<file path="config.mk">
export PLATFORM = sky130hd
export DESIGN_NAME = sram_uart_host
export DESIGN_NICKNAME = d
export VERILOG_FILES = /design/src/rtl/sram_uart_pkg.sv /design/src/rtl/sram_uart_host_timer.sv /design/src/rtl/sram_uart_host.sv
export SDC_FILE = /design/constraint.sdc
export NUM_CORES = 1
export LEC_CHECK = 0
export CAP_MARGIN = 15
export CORE_MARGIN = 2
export CORE_UTILIZATION = 40
export DETAILED_ROUTE_END_ITERATION = 8
export GPL_TIMING_DRIVEN = 0
export MAX_ROUTING_LAYER = met4
export PLACE_DENSITY = 0.66
export SYNTH_ARGS = -nofsm -noshare
export SYNTH_HDL_FRONTEND = slang
export SYNTH_SLANG_ARGS = --single-unit
</file>
<file path="constraint.sdc">
create_clock -name clk -period 2 [get_ports clk]
set_clock_uncertainty 0.05 [all_clocks]
set_input_delay 0.6 -clock clk [delete_from_list [all_inputs] [get_ports clk]]
set_output_delay 0.6 -clock clk [all_outputs]
set_load 0.01 [all_outputs]
</file>
<file path="src/rtl/sram_uart_pkg.sv">
// Shared definitions for the SRAM-over-UART command protocol (host and controller side).
package sram_uart_pkg;

  localparam int unsigned CMD_WRITE_BIT = 7;
  localparam int unsigned CMD_ADDR_LSB  = 0;
  localparam int unsigned CMD_ADDR_W    = 5;
  localparam logic [7:0]  ACK_BYTE      = 8'hAC;

  typedef logic [2:0] host_state_t;

  localparam host_state_t ST_IDLE      = 3'd0;
  localparam host_state_t ST_SEND_CMD  = 3'd1;
  localparam host_state_t ST_SEND_DATA = 3'd2;
  localparam host_state_t ST_WAIT_RSP  = 3'd3;
  localparam host_state_t ST_RESP      = 3'd4;

  // Command byte: write flag in bit 7, word address in the low bits, rest zero.
  function automatic logic [7:0] build_cmd(input logic write,
                                           input logic [CMD_ADDR_W-1:0] addr);
    logic [7:0] cmd;
    cmd = '0;
    cmd[CMD_WRITE_BIT] = write;
    cmd[CMD_ADDR_LSB +: CMD_ADDR_W] = addr;
    return cmd;
  endfunction

endpackage

</file>
<file path="src/rtl/sram_uart_host_timer.sv">
// Response-gap watchdog: reloads on clear, counts down while running, flags expiry at zero.
module sram_uart_host_timer #(
  parameter int unsigned TIMEOUT_CYCLES = 100000
) (
  input  logic clk,
  input  logic rst_n,
  input  logic i_load,
  input  logic i_run,
  output logic o_expired_c
);

  localparam int unsigned CW = (TIMEOUT_CYCLES > 1) ? $clog2(TIMEOUT_CYCLES) : 1;
  localparam logic [CW-1:0] LOAD_VAL = CW'(TIMEOUT_CYCLES - 1);

  logic [CW-1:0] r_cnt;

  // Down-counter; holds at zero so it never wraps before the limit.
  always_ff @(posedge clk or negedge rst_n) begin
    if (!rst_n) begin
      r_cnt <= LOAD_VAL;
    end else if (i_load) begin
      r_cnt <= LOAD_VAL;
    end else if (i_run && (r_cnt != '0)) begin
      r_cnt <= r_cnt - CW'(1);
    end
  end

  assign o_expired_c = i_run && (r_cnt == '0);

endmodule

</file>
<file path="src/rtl/sram_uart_host.sv">
// Host initiator: serializes read/write requests over a UART byte link and collects the reply.
module sram_uart_host
  import sram_uart_pkg::*;
#(
  parameter int unsigned ADDR_W         = 5,
  parameter int unsigned DATA_W         = 32,
  parameter int unsigned TIMEOUT_CYCLES = 100000
) (
  input  logic              clk,
  input  logic              rst_n,
  input  logic              req_valid,
  output logic              req_ready,
  input  logic              req_write,
  input  logic [ADDR_W-1:0] req_addr,
  input  logic [DATA_W-1:0] req_wdata,
  output logic              rsp_valid,
  output logic [DATA_W-1:0] rsp_rdata,
  output logic              rsp_error,
  output logic              rsp_timeout,
  output logic              tx_enable,
  output logic              tx_valid,
  output logic [7:0]        tx_data,
  input  logic              tx_ready,
  output logic              rx_enable,
  output logic              rx_ready,
  input  logic              rx_valid,
  input  logic [7:0]        rx_data,
  input  logic              rx_error
);

  localparam int unsigned NBYTES = DATA_W / 8;
  localparam int unsigned CNT_W  = $clog2(NBYTES + 1);
  localparam logic [CNT_W-1:0] LAST_CNT = CNT_W'(NBYTES - 1);

  host_state_t       r_state, w_nxt_state;
  logic [CNT_W-1:0]  r_cnt, w_nxt_cnt;
  logic              r_write, w_nxt_write;
  logic [DATA_W-1:0] r_wsh, w_nxt_wsh;
  logic [DATA_W-1:0] r_rsh, w_nxt_rsh;
  logic              r_req_ready, w_nxt_req_ready;
  logic              r_rsp_valid, w_nxt_rsp_valid;
  logic [DATA_W-1:0] r_rsp_rdata, w_nxt_rsp_rdata;
  logic              r_rsp_error, w_nxt_rsp_error;
  logic              r_rsp_timeout, w_nxt_rsp_timeout;
  logic              r_tx_valid, w_nxt_tx_valid;
  logic [7:0]        r_tx_data, w_nxt_tx_data;
  logic              r_rx_ready, w_nxt_rx_ready;
  logic              r_en;

  logic              w_tx_fire;
  logic              w_rx_fire;
  logic              w_expired_c;
  logic [DATA_W-1:0] w_rsh_shift;

  assign w_tx_fire   = r_tx_valid && tx_ready;
  assign w_rx_fire   = r_rx_ready && rx_valid;
  assign w_rsh_shift = (r_rsh << 8) | DATA_W'(rx_data);

  // Gap timer restarts outside WAIT_RSP and on every accepted response byte.
  sram_uart_host_timer #(
    .TIMEOUT_CYCLES(TIMEOUT_CYCLES)
  ) u_timer (
    .clk        (clk),
    .rst_n      (rst_n),
    .i_load     ((r_state != ST_WAIT_RSP) || w_rx_fire),
    .i_run      (r_state == ST_WAIT_RSP),
    .o_expired_c(w_expired_c)
  );

  // Next-state and next-output logic; outputs are computed one cycle ahead and registered.
  always_comb begin
    w_nxt_state       = r_state;
    w_nxt_cnt         = r_cnt;
    w_nxt_write       = r_write;
    w_nxt_wsh         = r_wsh;
    w_nxt_rsh         = r_rsh;
    w_nxt_req_ready   = 1'b0;
    w_nxt_rsp_valid   = 1'b0;
    w_nxt_rsp_rdata   = '0;
    w_nxt_rsp_error   = 1'b0;
    w_nxt_rsp_timeout = 1'b0;
    w_nxt_tx_valid    = r_tx_valid;
    w_nxt_tx_data     = r_tx_data;
    w_nxt_rx_ready    = 1'b0;
    case (r_state)
      ST_IDLE: begin
        if (req_valid && r_req_ready) begin
          w_nxt_state    = ST_SEND_CMD;
          w_nxt_write    = req_write;
          w_nxt_wsh      = req_wdata;
          w_nxt_rsh      = '0;
          w_nxt_cnt      = '0;
          w_nxt_tx_valid = 1'b1;
          w_nxt_tx_data  = build_cmd(req_write, CMD_ADDR_W'(req_addr));
        end else begin
          w_nxt_req_ready = 1'b1;
        end
      end
      ST_SEND_CMD: begin
        if (w_tx_fire) begin
          if (r_write) begin
            w_nxt_state   = ST_SEND_DATA;
            w_nxt_tx_data = r_wsh[DATA_W-1 -: 8];
            w_nxt_wsh     = r_wsh << 8;
          end else begin
            w_nxt_state    = ST_WAIT_RSP;
            w_nxt_tx_valid = 1'b0;
            w_nxt_rx_ready = 1'b1;
          end
        end
      end
      ST_SEND_DATA: begin
        if (w_tx_fire) begin
          if (r_cnt == LAST_CNT) begin
            w_nxt_state    = ST_WAIT_RSP;
            w_nxt_tx_valid = 1'b0;
            w_nxt_rx_ready = 1'b1;
            w_nxt_cnt      = '0;
          end else begin
            w_nxt_cnt     = r_cnt + CNT_W'(1);
            w_nxt_tx_data = r_wsh[DATA_W-1 -: 8];
            w_nxt_wsh     = r_wsh << 8;
          end
        end
      end
      ST_WAIT_RSP: begin
        w_nxt_rx_ready = 1'b1;
        if (rx_error) begin
          w_nxt_state     = ST_RESP;
          w_nxt_rx_ready  = 1'b0;
          w_nxt_rsp_valid = 1'b1;
          w_nxt_rsp_error = 1'b1;
        end else if (w_rx_fire) begin
          if (r_write) begin
            w_nxt_state     = ST_RESP;
            w_nxt_rx_ready  = 1'b0;
            w_nxt_rsp_valid = 1'b1;
            w_nxt_rsp_error = (rx_data != ACK_BYTE);
          end else begin
            w_nxt_rsh = w_rsh_shift;
            w_nxt_cnt = r_cnt + CNT_W'(1);
            if (r_cnt == LAST_CNT) begin
              w_nxt_state     = ST_RESP;
              w_nxt_rx_ready  = 1'b0;
              w_nxt_rsp_valid = 1'b1;
              w_nxt_rsp_rdata = w_rsh_shift;
            end
          end
        end else if (w_expired_c) begin
          w_nxt_state       = ST_RESP;
          w_nxt_rx_ready    = 1'b0;
          w_nxt_rsp_valid   = 1'b1;
          w_nxt_rsp_timeout = 1'b1;
        end
      end
      ST_RESP: begin
        w_nxt_state     = ST_IDLE;
        w_nxt_req_ready = 1'b1;
      end
      default: begin
        w_nxt_state    = ST_IDLE;
        w_nxt_tx_valid = 1'b0;
      end
    endcase
  end

  // State and registered outputs; reset abandons any request in flight.
  always_ff @(posedge clk or negedge rst_n) begin
    if (!rst_n) begin
      r_state       <= ST_IDLE;
      r_cnt         <= '0;
      r_write       <= 1'b0;
      r_wsh         <= '0;
      r_rsh         <= '0;
      r_req_ready   <= 1'b0;
      r_rsp_valid   <= 1'b0;
      r_rsp_rdata   <= '0;
      r_rsp_error   <= 1'b0;
      r_rsp_timeout <= 1'b0;
      r_tx_valid    <= 1'b0;
      r_tx_data     <= '0;
      r_rx_ready    <= 1'b0;
      r_en          <= 1'b0;
    end else begin
      r_state       <= w_nxt_state;
      r_cnt         <= w_nxt_cnt;
      r_write       <= w_nxt_write;
      r_wsh         <= w_nxt_wsh;
      r_rsh         <= w_nxt_rsh;
      r_req_ready   <= w_nxt_req_ready;
      r_rsp_valid   <= w_nxt_rsp_valid;
      r_rsp_rdata   <= w_nxt_rsp_rdata;
      r_rsp_error   <= w_nxt_rsp_error;
      r_rsp_timeout <= w_nxt_rsp_timeout;
      r_tx_valid    <= w_nxt_tx_valid;
      r_tx_data     <= w_nxt_tx_data;
      r_rx_ready    <= w_nxt_rx_ready;
      r_en          <= 1'b1;
    end
  end

  assign req_ready   = r_req_ready;
  assign rsp_valid   = r_rsp_valid;
  assign rsp_rdata   = r_rsp_rdata;
  assign rsp_error   = r_rsp_error;
  assign rsp_timeout = r_rsp_timeout;
  assign tx_enable   = r_en;
  assign tx_valid    = r_tx_valid;
  assign tx_data     = r_tx_data;
  assign rx_enable   = r_en;
  assign rx_ready    = r_rx_ready;

endmodule

</file>
==> results of run 1 <==
## what timing repair did
action	in CTS	in global routing
cloned	3	1
endpoints found under the setup margin	79	103
endpoints found under the hold margin	0	0
hold buffers	0	0
gates resized for setup	45	60
buffers inserted	22	6
pin swaps	10	13
## power groups by stage
stage | clock, W | combinational (W) | sequential (W)
final | 0.00330 | 0.00465 | 0.00375
after global routing | 0.00349 | 0.00505 | 0.00383
after CTS | 0.00336 | 0.00442 | 0.00373
after detailed placement | 0 | 0.00397 | 0.00376
after global placement | 0 | 0.00386 | 0.00374
after floorplan | 0 | 0.00293 | 0.00368
## critical path, cell delays in order (launching register included)
cell and delay, ns:
dfstp_2 0.38, inv_4 0.07, ha_2 0.17, or3b_4 0.41, a311o_1 0.38, or4_1 0.40
a21oi_1 0.13
## cells in the mapped netlist (all sizes together), types with 2 or more instances
library cell	number
nand4	11
clkbuf	14
nand2	24
or3	6
mux2i	21
or4	7
dfstp	10
a2111oi	2
nor3b	2
nor2b	2
nor4bb	2
o211ai	3
o21a	3
or3b	2
and4	2
buf	12
xnor2	4
inv	25
nor3	6
and3	3
o32ai	2
nand2b	4
mux2	72
dfrtp	117
nor4	7
a211o	2
o21ai	10
nand3	3
a21oi	10
a31oi	3
a21bo	8
ha	5
o31ai	5
nor2	22
and2	35
## path summary, 6_finish.rpt
path	start	to	slack [ns]	cells after the start
worst max-delay path	u_timer.r_cnt[0]	u_timer.r_cnt[12]	-0.08	6
worst min-delay path	rst_n	rsp_rdata[12]	0.06	1
worst max register to register	u_timer.r_cnt[0]	u_timer.r_cnt[12]	-0.08	6
worst min register to register	r_rsh[0]	rsp_rdata[8]	0.42	1
max in group asynchronous	rst_n	r_state[1]	1.09	2
min in group clk	rx_error	rsp_timeout	0.35	2
## flip-flops by register name, indices dropped and copies added, names as in the netlist, 3 cells and up
name and cells:
r_cnt 3, r_rsh 24, r_state 3, r_wsh 32
rsp_rdata 32, tx_data 8, u_timer.r_cnt 17
## per-stage QoR
step	setup TNS, ns	power (W)
after floorplan	-0.6618	0.006608
after global placement	-609.58	0.007600
after detailed placement	-45.76	0.007725
after CTS	-0.2815	0.01151
after global routing	-1.984	0.01237
final	-0.2007	0.01170
## layer usage
layer  share of wire (%)  global-route usage [%]
met3                 6.2                   7.259
met4                 1.5                   5.486
met2                  48                   28.22
met5                   0                       -
met1                  44                   23.24
## kinds of logic (layout without fill, tap and decap cells)
| family | count (synthesis) | after routing | share of synthesized area, % |
|---|---|---|---|
| other | 1 | 1 | 0.06455 |
| flip-flops | 127 | 127 | 54.92 |
| buffers and inverters | 52 | 213 | 4.135 |
| adder cells (fa/ha/maj) | 5 | 5 | 1.077 |
| multiplexers | 93 | 93 | 17.57 |
| AO/OA/AOI/OAI | 58 | 58 | 7.388 |
| XOR/XNOR | 4 | 4 | 0.6030 |
| AND/OR/NAND/NOR | 142 | 142 | 14.24 |
## layout make-up
type / count / area, µm²
clock inverters: 10 / 158.9
flip-flops and latches: 127 / 3193
well taps: 184 / 230.2
plain buffers: 25 / 237.7
repair buffers: 131 / 1311
inverters: 25 / 96.34
fillers: 1195 / 6077
clock buffers: 22 / 474.2
multi-input cells: 303 / 2590
==> results by group, run 1 <==
Floorplan
  – Full die area: 0.01550 mm²
  – Initial Util: 40.43%
  – # IOs: 100
  – Die width: 124.5 µm
  – Core area: 0.01437 mm²
  – Row count: 44
  – Die H: 124.5 µm

STA
  – Max Clock Freq: 480.2 MHz
  – Worst slew pin tran: 0.7913 ns
  – RSZ-0062 raised after global routing: yes
  – Min Tclk post-route: 2.082 ns
  – Slew Viols, Final: 0
  – Setup violators final: 5
  – Final hold violation count: 0
  – Crit share post-route: 104.1%
  – Hold WS: 0.05502 ns
  – Max_slew headroom: 47.12%
  – Setup ws final: -0.08229 ns

Synthesis
  – Async set-reset flop share out of synthesis: 100.0%
  – Post-synth EDFFs: 0
  – Synth top area share: 50.40%
  – Seq cells post-synth: 127
  – Synthesized Nets: 539
  – Post-synth top area cell: dfrtp_1
  – Syn_area_per_cell: 12.05 µm²
  – Largest cells by area after synthesis: dfrtp_1 50%, mux2_2 14%, dfstp_2 4.5%
  – YS warnings: 0
  – Post-Syn Area: 0.005809 mm²
  – Sequential area share after synthesis: 54.92%
  – Gate Count Post-Synth: 482
  – Post-synth top flop: dfrtp_1
  – Post-synthesis cell type count: 59

Placed design
  – Pre-CTS setup slack: -0.5861 ns
  – I/O Buffers: 98
  – Post-DP Area: 0.007137 mm²
  – Gpl congestion: 0.8794
  – DP Wirelength: 8895 µm
  – Post-Place Cells: 765

Routing
  – 1st-iter DRT viols: 198
  – Pre-Repair DR Iteration Count: 4
  – WL final: 13750 µm
  – Vias: 4250
  – DRT antenna net count: 0
  – Drt via density: 5.139
  – Drc violations: 0
  – Avg WL per Cell: 16.62 µm

Critical path
  – Critical Path Fanout Max: 4
  – Worst setup EP type: flip-flop
  – Startpoint Class: flip-flop
  – Critical path required time: 2.29 ns
  – Critical path class: flip-flop to flip-flop
  – WP data arrival: 2.37 ns

Power and ir drop
  – P_leak: 3.649 nW
  – Internal Power: 0.008095 W
  – Sw frac: 30.79%
  – Max rail drop VDD: 0.0009295 V
  – Combinational share of power: 39.8%
  – Clock power share: 28.2%
  – P per Cell Area: 1411 mW/mm²
  – Switching power total: 0.003602 W
  – Flop pwr share: 32.0%

Cells and area
  – # nets final: 687
  – Final core occ: 57.71%
  – N_diodes: 0
  – Commonest non-fill, non-tap cell in the layout: dfrtp_1
  – Design Area, Final: 0.008292 mm²
  – Final Non-Filler Cells: 827
  – Commonest non-fill, non-tap cells in the layout: 115 x dfrtp_1, 87 x clkdlybuf4s50_1, 62 x mux2_2, 35 x and2_1, 25 x buf_4
  – Share of layout cells above drive strength 1: 33.13%
  – Layout area overhead: 42.73%

CTS
  – Num CTS Buffers: 17
  – Clock sink total: 127
  – Max Buffers Root-to-Sink: 2
  – Clk_lat worst skew: 0.42 ns
  – Clock-pin transition on the worst setup and hold timing paths: 0.06 ns
  – Clock root buffer: clkbuf_16
  – CTS H-Tree Depth: 4
  – CTS tree: yes

Worst hold path
  – Tightest Hold Check Type: primary input to asynchronous set/reset pin

Global routing
  – Initial antenna violation count: 0
  – GRT Overall Usage: 18.62%
  – GR Overflow Total: 0
  – First-pass GRT wire length: 22180 µm
  – Number of global-route vias before repair: 4421
  – Largest net degree at the start of global routing: 83

Status
  – Failing checks: negative setup slack
  – Outcome: finished, violations left

Job
  – Max Cap Viol: 0
(Power assumes the default switching activity.)
==> run 2, diff against run 1 <==
--- a/config.mk
+++ b/config.mk
@@ -12,6 +12,7 @@
 export GPL_TIMING_DRIVEN = 0
 export MAX_ROUTING_LAYER = met4
 export PLACE_DENSITY = 0.66
+export SLEW_MARGIN = 5
 export SYNTH_ARGS = -nofsm -noshare
 export SYNTH_HDL_FRONTEND = slang
 export SYNTH_SLANG_ARGS = --single-unit
==> results of run 2 <==
No change in the layout: final DEF, timing and power equal those of run 1.
==> patch: new RTL, config.mk and constraints of run 2 <==
Reset style: synchronous (`rst_n`), changed in 2 clocked blocks.
--- a/src/rtl/sram_uart_host_timer.sv
+++ b/src/rtl/sram_uart_host_timer.sv
@@ -17,3 +17,3 @@
   // Down-counter; holds at zero so it never wraps before the limit.
-  always_ff @(posedge clk or negedge rst_n) begin
+  always_ff @(posedge clk) begin
     if (!rst_n) begin
--- a/src/rtl/sram_uart_host.sv
+++ b/src/rtl/sram_uart_host.sv
@@ -167,3 +167,3 @@
   // State and registered outputs; reset abandons any request in flight.
-  always_ff @(posedge clk or negedge rst_n) begin
+  always_ff @(posedge clk) begin
     if (!rst_n) begin
Behaviour: differs if rst_n is asserted again (counterexample within 4 cycles, from zero or initial values and one cycle with rst_n low); with rst_n held inactive, the same outputs for 4 cycles.
==> patch against run 2 <==
The flow still finishes with violations (negative setup slack). Cell area shrank 14%. Largest cell class unchanged. Sequential cell count is the same. Fmax grew 1.3%. Routed wire length shrank 12%. Synthesized area shrank 13%. Setup slack gained 26 ps. Sequential share of layout area shrank 2.9 points. Critical endpoint is now u_timer.r_cnt[16].
Power is not compared: it rests on default switching activity, and its combinational part moved more than twofold at a synthesized area within 25%.
==> patch: results (changes against run 2) <==
final-stage net count = 727 (+5.8%)
Synth Area in Adders = 1.24% (+0.16 points)
Relative slew margins = 56.6% (+9.5 points)
# fillers = 1,102 (-7.8%)
fraction of registers with async set/reset = 0% (-100 points)
Synthesized Nets = 602 (+12%)
Setup WS post-layout = -56.5 ps (+25.8 ps)
placed cell area = 6250 um^2 (-12%)
failing checks = negative setup slack
post-CTS sizing = 59 (+31%)
final estimated routing congestion in global placement = 0.861 (-2.1%)
first-iteration detailed-routing DRC count = 174 (-12%)
Post-Synth XOR/XNOR Area = 2.43% (+1.8 points)
Min Hold Slack = 395 ps (+340 ps)
Detailed Route WL = 12,000 um (-12%)
largest net degree at the start of global routing = 17 (-80%)
DP Cell Count = 816 (+6.7%)
final setup TNS = -268 ps (-67.0 ps)
setup slack at placement = -769 ps (-183 ps)
wire per inst = 14.1 um (-15%)
reg2reg path depth = 5 (-1)
run status = complete, but fails checks
Setup Viol. Count Final = 10 (+5)
Hold Path Class = flip-flop to flip-flop
cells after synthesis = 545 (+13%)
Buffers on Ports = 99 (+1.0%)
ratio of cells with drive above 1 in the final layout = 15.5% (-18 points)
==> patch: cell types whose count changed after synthesis, sizes merged, moves of 8 or more <==
cell,run 2,this run
dfxtp,0,127
dfrtp,117,0
mux2,72,0
nor2,22,59
a211oi,0,30
a21oi,10,39
nand3,3,31
clkbuf,14,34
nand2,24,44
inv,25,6
dfstp,10,0
mux2i,21,31
a21bo,8,0
nand4,11,3
==> patch: final timing paths <==
| check | end | from |
|---|---|---|
| hold reg to reg | r_rsh[21] | r_rsh[21] |
| setup reg to reg | u_timer.r_cnt[16] | u_timer.r_cnt[3] |
| hold / removal | r_rsh[21] | r_rsh[21] |
| setup / recovery | u_timer.r_cnt[16] | u_timer.r_cnt[3] |
==> patch: metal layers <==
layer,wire length [um],global-route usage [%]
met1,5320,21.7
met2,5950,31.3
met3,584,5.55
met4,193,7.78
met5,0,-
==> patch: kinds of logic (layout without fill, tap and decap cells) <==
family | count (synthesis) | after routing
buffers and inverters | 45 | 183
flip-flops | 127 | 127
adder cells (fa/ha/maj) | 5 | 5
AND/OR/NAND/NOR | 215 | 215
AO/OA/AOI/OAI | 108 | 108
XOR/XNOR | 14 | 14
multiplexers | 31 | 31
==> patch: worst max-delay path: stages, from the launching register on <==
cell,delay [ps]
dfxtp_2,320
or4_4,540
or3_4,430
nor4_2,310
xnor2_1,150
o2111ai_1,120
==> patch: layout make-up <==
cell class / count / area, um^2 / share of cell area, %
repair buffers: 110 / 1100 / 15.3
multi-input cells: 373 / 2470 / 34.6
clock buffers: 19 / 453 / 6.33
clock inverters: 13 / 136 / 1.91
flip-flops and latches: 127 / 2550 / 35.6
inverters: 6 / 22.5 / 0.315
plain buffers: 35 / 210 / 2.94
well taps: 172 / 215 / 3.01
